`src/rtl/lock_client.sv`:
```
// -----------------------------------------------------------------------------
// lock_client
// Accelerator-side initiator of the OmpSs lock protocol. Local lock/unlock
// requests become 64-bit command words on outStream. For a lock, the client
// waits for the 8-bit ack on inStream. It retries after a fixed backoff on
// every reject, and it reports the grant back to the core.
//
// Ports
//   clk, rst           clock (rising edge), asynchronous active-high reset
//   cmd_valid/ready    local request handshake
//   cmd_unlock         0 = lock, 1 = unlock
//   cmd_lock_id        lock id of the request
//   rsp_valid/rsp_err  one-cycle completion pulse; rsp_err flags an illegal request
//   held               this client currently owns a lock
//   retry_count        rejects seen for the current lock request (saturating)
//   outStream_*        command word stream to the lock responder (TID = ACC_ID)
//   inStream_*         ack stream from the lock responder
// -----------------------------------------------------------------------------
// state       | meaning
// S_IDLE      | ready for a local request
// S_SEND_LOCK | lock word offered on outStream
// S_WAIT_ACK  | waiting for the responder's ack
// S_BACKOFF   | idle delay after a reject before re-issuing the lock
// S_SEND_UNLK | unlock word offered on outStream
// S_RESP      | one-cycle completion pulse to the core
// -----------------------------------------------------------------------------
module lock_client #(
  parameter logic [3:0]  ACC_ID          = 4'd0,
  parameter int unsigned LOCK_ID_BITS    = 8,
  parameter logic [7:0]  CMD_LOCK_CODE   = 8'h04,
  parameter logic [7:0]  CMD_UNLOCK_CODE = 8'h05,
  parameter logic [7:0]  ACK_OK_CODE     = 8'h01,
  parameter int unsigned RETRY_DELAY     = 16,
  parameter int unsigned CNT_BITS        = 16
) (
  input  logic                    clk,
  input  logic                    rst,
  input  logic                    cmd_valid,
  output logic                    cmd_ready,
  input  logic                    cmd_unlock,
  input  logic [LOCK_ID_BITS-1:0] cmd_lock_id,
  output logic                    rsp_valid,
  output logic                    rsp_err,
  output logic                    held,
  output logic [CNT_BITS-1:0]     retry_count,
  output logic [63:0]             outStream_TDATA,
  output logic                    outStream_TVALID,
  input  logic                    outStream_TREADY,
  output logic [3:0]              outStream_TID,
  input  logic [7:0]              inStream_TDATA,
  input  logic                    inStream_TVALID,
  output logic                    inStream_TREADY
);

  // The backoff timer is loaded with RETRY_DELAY-1. It counts down to zero, so
  // exactly RETRY_DELAY idle cycles separate a reject from the re-issued lock.
  localparam int unsigned BO_BITS = (RETRY_DELAY > 2) ? $clog2(RETRY_DELAY) : 1;
  localparam logic [BO_BITS-1:0] BO_LOAD =
    BO_BITS'((RETRY_DELAY > 0) ? (RETRY_DELAY - 1) : 0);

  typedef enum logic [2:0] {
    S_IDLE      = 3'd0,
    S_SEND_LOCK = 3'd1,
    S_WAIT_ACK  = 3'd2,
    S_BACKOFF   = 3'd3,
    S_SEND_UNLK = 3'd4,
    S_RESP      = 3'd5
  } state_t;

  state_t                  state_q, state_d;
  logic [LOCK_ID_BITS-1:0] id_q, id_d;
  logic                    unlock_q, unlock_d;
  logic [CNT_BITS-1:0]     retry_q, retry_d;
  logic [BO_BITS-1:0]      bo_q, bo_d;
  logic                    held_q, held_d;
  logic                    tvalid_q, tvalid_d;
  logic                    in_ready_q, in_ready_d;
  logic                    rsp_valid_q, rsp_valid_d;
  logic                    rsp_err_q, rsp_err_d;

  always_comb begin
    state_d   = state_q;
    id_d      = id_q;
    unlock_d  = unlock_q;
    retry_d   = retry_q;
    bo_d      = bo_q;
    held_d    = held_q;
    rsp_err_d = 1'b0;

    case (state_q)
      S_IDLE: begin
        if (cmd_valid) begin
          id_d     = cmd_lock_id;
          unlock_d = cmd_unlock;
          retry_d  = '0;
          if (cmd_unlock) begin
            state_d = S_SEND_UNLK;
          end else if (held_q) begin
            // Nested lock is refused locally; the responder never sees it.
            state_d   = S_RESP;
            rsp_err_d = 1'b1;
          end else begin
            state_d = S_SEND_LOCK;
          end
        end
      end
      S_SEND_LOCK: begin
        if (outStream_TREADY) state_d = S_WAIT_ACK;
      end
      S_WAIT_ACK: begin
        if (inStream_TVALID) begin
          if (inStream_TDATA == ACK_OK_CODE) begin
            held_d  = 1'b1;
            state_d = S_RESP;
          end else begin
            retry_d = (&retry_q) ? retry_q : retry_q + CNT_BITS'(1);
            if (RETRY_DELAY == 0) begin
              state_d = S_SEND_LOCK;
            end else begin
              bo_d    = BO_LOAD;
              state_d = S_BACKOFF;
            end
          end
        end
      end
      S_BACKOFF: begin
        if (bo_q == '0) state_d = S_SEND_LOCK;
        else            bo_d    = bo_q - BO_BITS'(1);
      end
      S_SEND_UNLK: begin
        if (outStream_TREADY) begin
          held_d  = 1'b0;
          state_d = S_RESP;
        end
      end
      S_RESP: begin
        state_d = S_IDLE;
      end
      default: begin
        state_d = S_IDLE;
      end
    endcase

    // Stream and response outputs are decoded from the next state, so they
    // come out of flops and line up with the state they belong to.
    tvalid_d    = (state_d == S_SEND_LOCK) || (state_d == S_SEND_UNLK);
    in_ready_d  = (state_d == S_WAIT_ACK);
    rsp_valid_d = (state_d == S_RESP);
  end

  always_ff @(posedge clk or posedge rst) begin
    if (rst) begin
      state_q     <= S_IDLE;
      id_q        <= '0;
      unlock_q    <= 1'b0;
      retry_q     <= '0;
      bo_q        <= '0;
      held_q      <= 1'b0;
      tvalid_q    <= 1'b0;
      in_ready_q  <= 1'b0;
      rsp_valid_q <= 1'b0;
      rsp_err_q   <= 1'b0;
    end else begin
      state_q     <= state_d;
      id_q        <= id_d;
      unlock_q    <= unlock_d;
      retry_q     <= retry_d;
      bo_q        <= bo_d;
      held_q      <= held_d;
      tvalid_q    <= tvalid_d;
      in_ready_q  <= in_ready_d;
      rsp_valid_q <= rsp_valid_d;
      rsp_err_q   <= rsp_err_d;
    end
  end

  // Command word: {zeros, lock id, opcode}. It is built from the latched
  // request, so it stays stable for the whole time TVALID is held.
  always_comb begin
    outStream_TDATA                       = '0;
    outStream_TDATA[7:0]                  = unlock_q ? CMD_UNLOCK_CODE : CMD_LOCK_CODE;
    outStream_TDATA[8 +: LOCK_ID_BITS]    = id_q;
  end

  // cmd_ready is gated by rst directly, so no request is taken while reset is held.
  assign cmd_ready        = (state_q == S_IDLE) && !rst;
  assign outStream_TVALID = tvalid_q;
  assign outStream_TID    = ACC_ID;
  assign inStream_TREADY  = in_ready_q;
  assign rsp_valid        = rsp_valid_q;
  assign rsp_err          = rsp_err_q;
  assign held             = held_q;
  assign retry_count      = retry_q;

endmodule
```
`config.mk`:
```
export PLATFORM = sky130hd
export DESIGN_NAME = lock_client
export DESIGN_NICKNAME = d
export VERILOG_FILES = /design/src/rtl/lock_client.sv
export SDC_FILE = /design/constraint.sdc
export NUM_CORES = 1
export LEC_CHECK = 0
export BUFFER_PORTS_ARGS = -buffer_cell sky130_fd_sc_hd__buf_4
export CORE_MARGIN = 2
export CORE_UTILIZATION = 51
export CTS_CLUSTER_SIZE = 8
export DETAILED_ROUTE_END_ITERATION = 6
export PLACE_DENSITY = 0.9
export SLEW_MARGIN = 0
export SYNTH_ARGS = -nofsm -noshare
export SYNTH_HDL_FRONTEND = slang
export SYNTH_SLANG_ARGS = --single-unit
```
`constraint.sdc`:
```
create_clock -name clk -period 5.1 [get_ports clk]
set_input_delay 1.02 -clock clk [delete_from_list [all_inputs] [get_ports clk]]
set_output_delay 1.02 -clock clk [all_outputs]
set_load 0.05 [all_outputs]
```
# --- Word-level counts from Yosys, hierarchy flattened ---
# Cells that the tools add are included.
word_totals:
  ff_bits: 37
  in_bits: 22
  output_inout_bits: 90
  wordCells: 68
classes:
  addsub: 2
  eq_ne: 16
  mux: 27
  n_reduce_logical: 13
ops:
  columns: ["operator", "count"]
  rows:
  - ["$mux W16", 4]
  - ["$pmux W16 S2", 1]
  - ["$mux W3", 8]
  - ["$add A16 B1 Y16 const B", 1]
  - ["$reduce_and A16 Y1", 1]
  - ["$pmux W3 S5", 1]
  - ["$ne A2 B2 Y1 const B", 7]
  - ["$mux W4", 3]
  - ["$eq A3 B2 Y1 const B", 3]
  - ["$eq A3 B3 Y1 const B", 3]
  - ["$eq A8 B1 Y1 const B", 1]
  - ["$mux W1", 8]
  - ["$pmux W4 S2", 1]
  - ["$reduce_and A4 Y1", 2]
  - ["$eq A3 B1 Y1 const B", 2]
  - ["$reduce_bool A2 Y1", 3]
  - ["$reduce_and A5 Y1", 1]
  - ["$logic_not A4 Y1", 1]
  - ["$sub A4 B1 Y4 const B", 1]
  - ["$logic_not A3 Y1", 1]
  - ["$pmux W1 S2", 1]
  - ["$reduce_and A2 Y1", 1]
  - ["$logic_and A1 B1 Y1", 1]
  - ["$logic_not A1 Y1", 1]
  - ["$logic_or A1 B1 Y1", 1]

# --- Longest topological paths before layout ---
depth:
  word_depth: 6
  mapped_depth: 7
  depth_no_buf: 7

# --- Worst setup path before layout ---
# No wires, ideal clock.
synth_path:
  kind: "input -> output"
  from: "input rst"
  to: "output cmd_ready"
  arrival_ns: 2.469
  t_required_ns: 4.080
  setup_slack_ns: 1.611
  stages: 1
  path_buffers: 0
  cell_sequence: "nor4_1"
synth_between:
  elab_chain_cells: 2
synth_rtl:
  columns: ["item", "line", "text"]
  rows:
  - ["from (decl)", "37", "input logic rst,"]
  - ["$logic_not A1 Y1", "186", "assign cmd_ready = (state_q == S_IDLE) && !rst;"]
  - ["$logic_and A1 B1 Y1", "186", null]
  - ["to (decl)", "39", "output logic cmd_ready,"]
# No other way between the ends.

# --- Worst setup path after layout ---
# Ends and elaborated chain as after synthesis.

==> impl_metrics.env <==
export IMPL_diodes=0
export IMPL_cp_end_kind="output pin"
export IMPL_cp_data_required_time_ps=4080
export IMPL_path_common_cell="buf_4"
export IMPL_gr_total_overflow=0
export IMPL_ctsResizeCount=0
export IMPL_cpLargestDelayFamily="buffers and inverters"
export IMPL_power_leakage_nw=1.36
export IMPL_dr_pass1_iters=4
export IMPL_crit_buf_inv=2
export IMPL_fin_area_um2=2700
export IMPL_portBuffers=52
export IMPL_grt_use_total_pct=17.3
export IMPL_die_w_um=73.3
export IMPL_worst_pin_slew_ps=1090
export IMPL_io_pins=112
export IMPL_fmax_mhz=388
export IMPL_slew_viol_final=0
export IMPL_grt_pass1_wl_mm=7.29
export IMPL_cap_viol_max_count=0
export IMPL_clkTransAtPathRegs_ps=70
export IMPL_syn_area_um2=2450
export IMPL_setup_violations=0
export IMPL_r2r_slack_ps=3130
export IMPL_h_tree_depth=2
export IMPL_power_density_nw_per_um2=469
export IMPL_r2r_cells=4
export IMPL_worstReg2RegEnd="retry_count[9]$_DFFE_PP0P_"
export IMPL_ys_warn_count=0
export IMPL_placed_area_um2=2620
export IMPL_hold_class="flop to flop"
export IMPL_min_to="id_q[4]$_DFFE_PP0P_"
export IMPL_ys_seq_area_share_pct=37.8
export IMPL_rsz0062_at_grt="false"
export IMPL_drt_total_wl_mm=4.61
export IMPL_placedCellCount=361
export IMPL_synthTopCellsByArea="dfrtp_1 38%, buf_4 19%, nand2_1 6.4%"
export IMPL_ir_drop_v=0.000294
export IMPL_layout_cells_non_filler=369
export IMPL_setup_ws_ps=2520
export IMPL_clock_latency_ps=290
export IMPL_postCtsHoldBufs=0
export IMPL_critPathKind="primary input to output pin"
export IMPL_syn_to_final_growth_pct=10.4
export IMPL_drt_antenna_violating_nets=0
export IMPL_synth_avg_cell_area_um2=9.20
export IMPL_cts_made_buffers=5
export IMPL_root_buffer="clkbuf_8"
export IMPL_ys_flop_type="dfrtp_1"
export IMPL_crit_path_start_kind="primary input"
export IMPL_drc_errors=0
export IMPL_place_ws_ps=2450
export IMPL_critical_path_max_stage_delay_ps=250
export IMPL_ys_seq_elements=37
export IMPL_clk_path_buf_depth=2
export IMPL_rr_startpoint="state_q[2]$_DFF_PP0_"
export IMPL_die_h_um=73.3
export IMPL_cts_sinks=37
export IMPL_ys_types=54
export IMPL_cts_tree="built"
export IMPL_crit_arrival_ps=1560
export IMPL_synthTopCellsByCount="62 x buf_4, 42 x nand2_1, 37 x dfrtp_1, 11 x inv_1, 10 x mux2i_1"
export IMPL_path_max_fanout=2
export IMPL_cpMaxStageDelayCell="buf_4"
export IMPL_post_cts_buffers=0
export IMPL_vias_per_cell=5.08
export IMPL_async_flop_share_pct=100
export IMPL_synth_edff_count=0
export IMPL_antenna_found_initial=0
export IMPL_final_nets=338
export IMPL_yosysMostFrequentCell="buf_4"
export IMPL_rows=25
export IMPL_syn_inst=266
export IMPL_grt_pass1_vias=1610
export IMPL_tns_ps=0
export IMPL_fp_coreArea_um2=4660
export IMPL_hold_path_depth=2
export IMPL_drt_iter0_drc=112
export IMPL_detailed_place_hpwl_mm=3.40
export IMPL_grt_max_degree=38
export IMPL_layout_drive_gt1_share_pct=25.1
export IMPL_synth_top_area_share_pct=37.8
export IMPL_dieArea_um2=5370
export IMPL_min_period_ps=2580
export IMPL_slew_headroom_pct=27.2
export IMPL_hold_viol=0
export IMPL_fin_skew_ps=2.78
export IMPL_status="finished, final reports clean"
export IMPL_period_share_pct=50.5
export IMPL_start_util_pct=52.5
export IMPL_wl_per_cell_um=12.5
export IMPL_synth_largest_area_cell="dfrtp_1"
export IMPL_num_vias=1873
export IMPL_gp_congestion=0.819
export IMPL_cp_cell_sequence="buf_4 > nor4_1 > buf_4"
export IMPL_min_from="id_q[4]$_DFFE_PP0P_"
cells by family (layout without fill, tap and decap cells):
group,count (synthesis),after routing,share of synthesized area (%)
AOI/OAI and AO/OA,30,30,9.66
xor gates and xnor gates,1,1,0.358
adders and majority gates,2,2,1.02
buffers and inverters,80,72,22.6
DFF,37,37,37.8
muxes,10,10,4.09
other,2,59,0.307
and+or+nand+nor,104,104,24.1
per-layer routing:
metal	track usage [%]	wire length, um	vias up
met2	29.6	2340	74
met3	4.66	286	6
met1	21.4	1930	892
met5	0	0	-
met4	4.73	47	0
li1	-	-	901
report_power, final:
| part | internal [mW] | switching, mW | total [mW] |
|---|---|---|---|
| clock | 0.0947 | 0.106 | 0.201 |
| sequential | 0.367 | 0.0724 | 0.439 |
| combinational | 0.182 | 0.445 | 0.627 |
area by class of cell:
class | count | area (um2)
multi-input combinational | 206 | 1190
clock inverter | 2 | 10.0
inverter | 11 | 41.3
fill | 433 | 1960
clock buffer | 6 | 72.6
timing repair buffer | 53 | 398
tap | 54 | 67.6
sequential | 37 | 926
worst max-delay path by stage:
stage                                to              start  depth (start not counted)
floorplan                     cmd_ready                rst                          1
global placement              cmd_ready                rst                          3
detailed placement  bo_q[3]$_DFFE_PP0P_  inStream_TDATA[1]                          5
CTS                           cmd_ready                rst                          3
global route                  cmd_ready                rst                          3
finish                        cmd_ready                rst                          3
stage by stage:
stage                     hold WS [ps]  total power [mW]  util, %
final                              477              1.27     58.0
after detailed placement           464              1.07     56.2
after floorplan                    447             0.973        -
after CTS                          484              1.27     58.0
after global placement             459              1.06     56.2
after global routing               515              1.34     58.0
layout by cell type (no fill, tap or decap), types with 2 or more instances in the layout:
cell       n
dfrtp_1   37
a21oi_1    5
o31ai_1    5
nor3_1     7
or4_4      3
and4_1     2
nor2_1     7
conb_1    59
and4_4     2
inv_1     11
ha_1       2
nand4_1    8
clkbuf_8   5
buf_4     53
nor4_1     4
mux2i_1   10
or2_2      2
or4_1      2
nand2_1   42
and3_1     2
o21ai_1    2
clkinv_2   2
o21ai_0    2
and2_1     2
a21oi_2    3
nand3_1    7
sequential cells by signal, indices dropped and copies added (netlist names), 3 cells and up:
register and count:
id_q 8, state_q 3, bo_q 4, retry_count 16
worst register-to-register path, cell delays in order, from the launching register on:
cell	delay, ps
dfrtp_1	510
nand4bb_1	260
a21o_1	390
or4_4	600
a21oi_2	140
No activity file was read; power rests on OpenSTA's default activity.
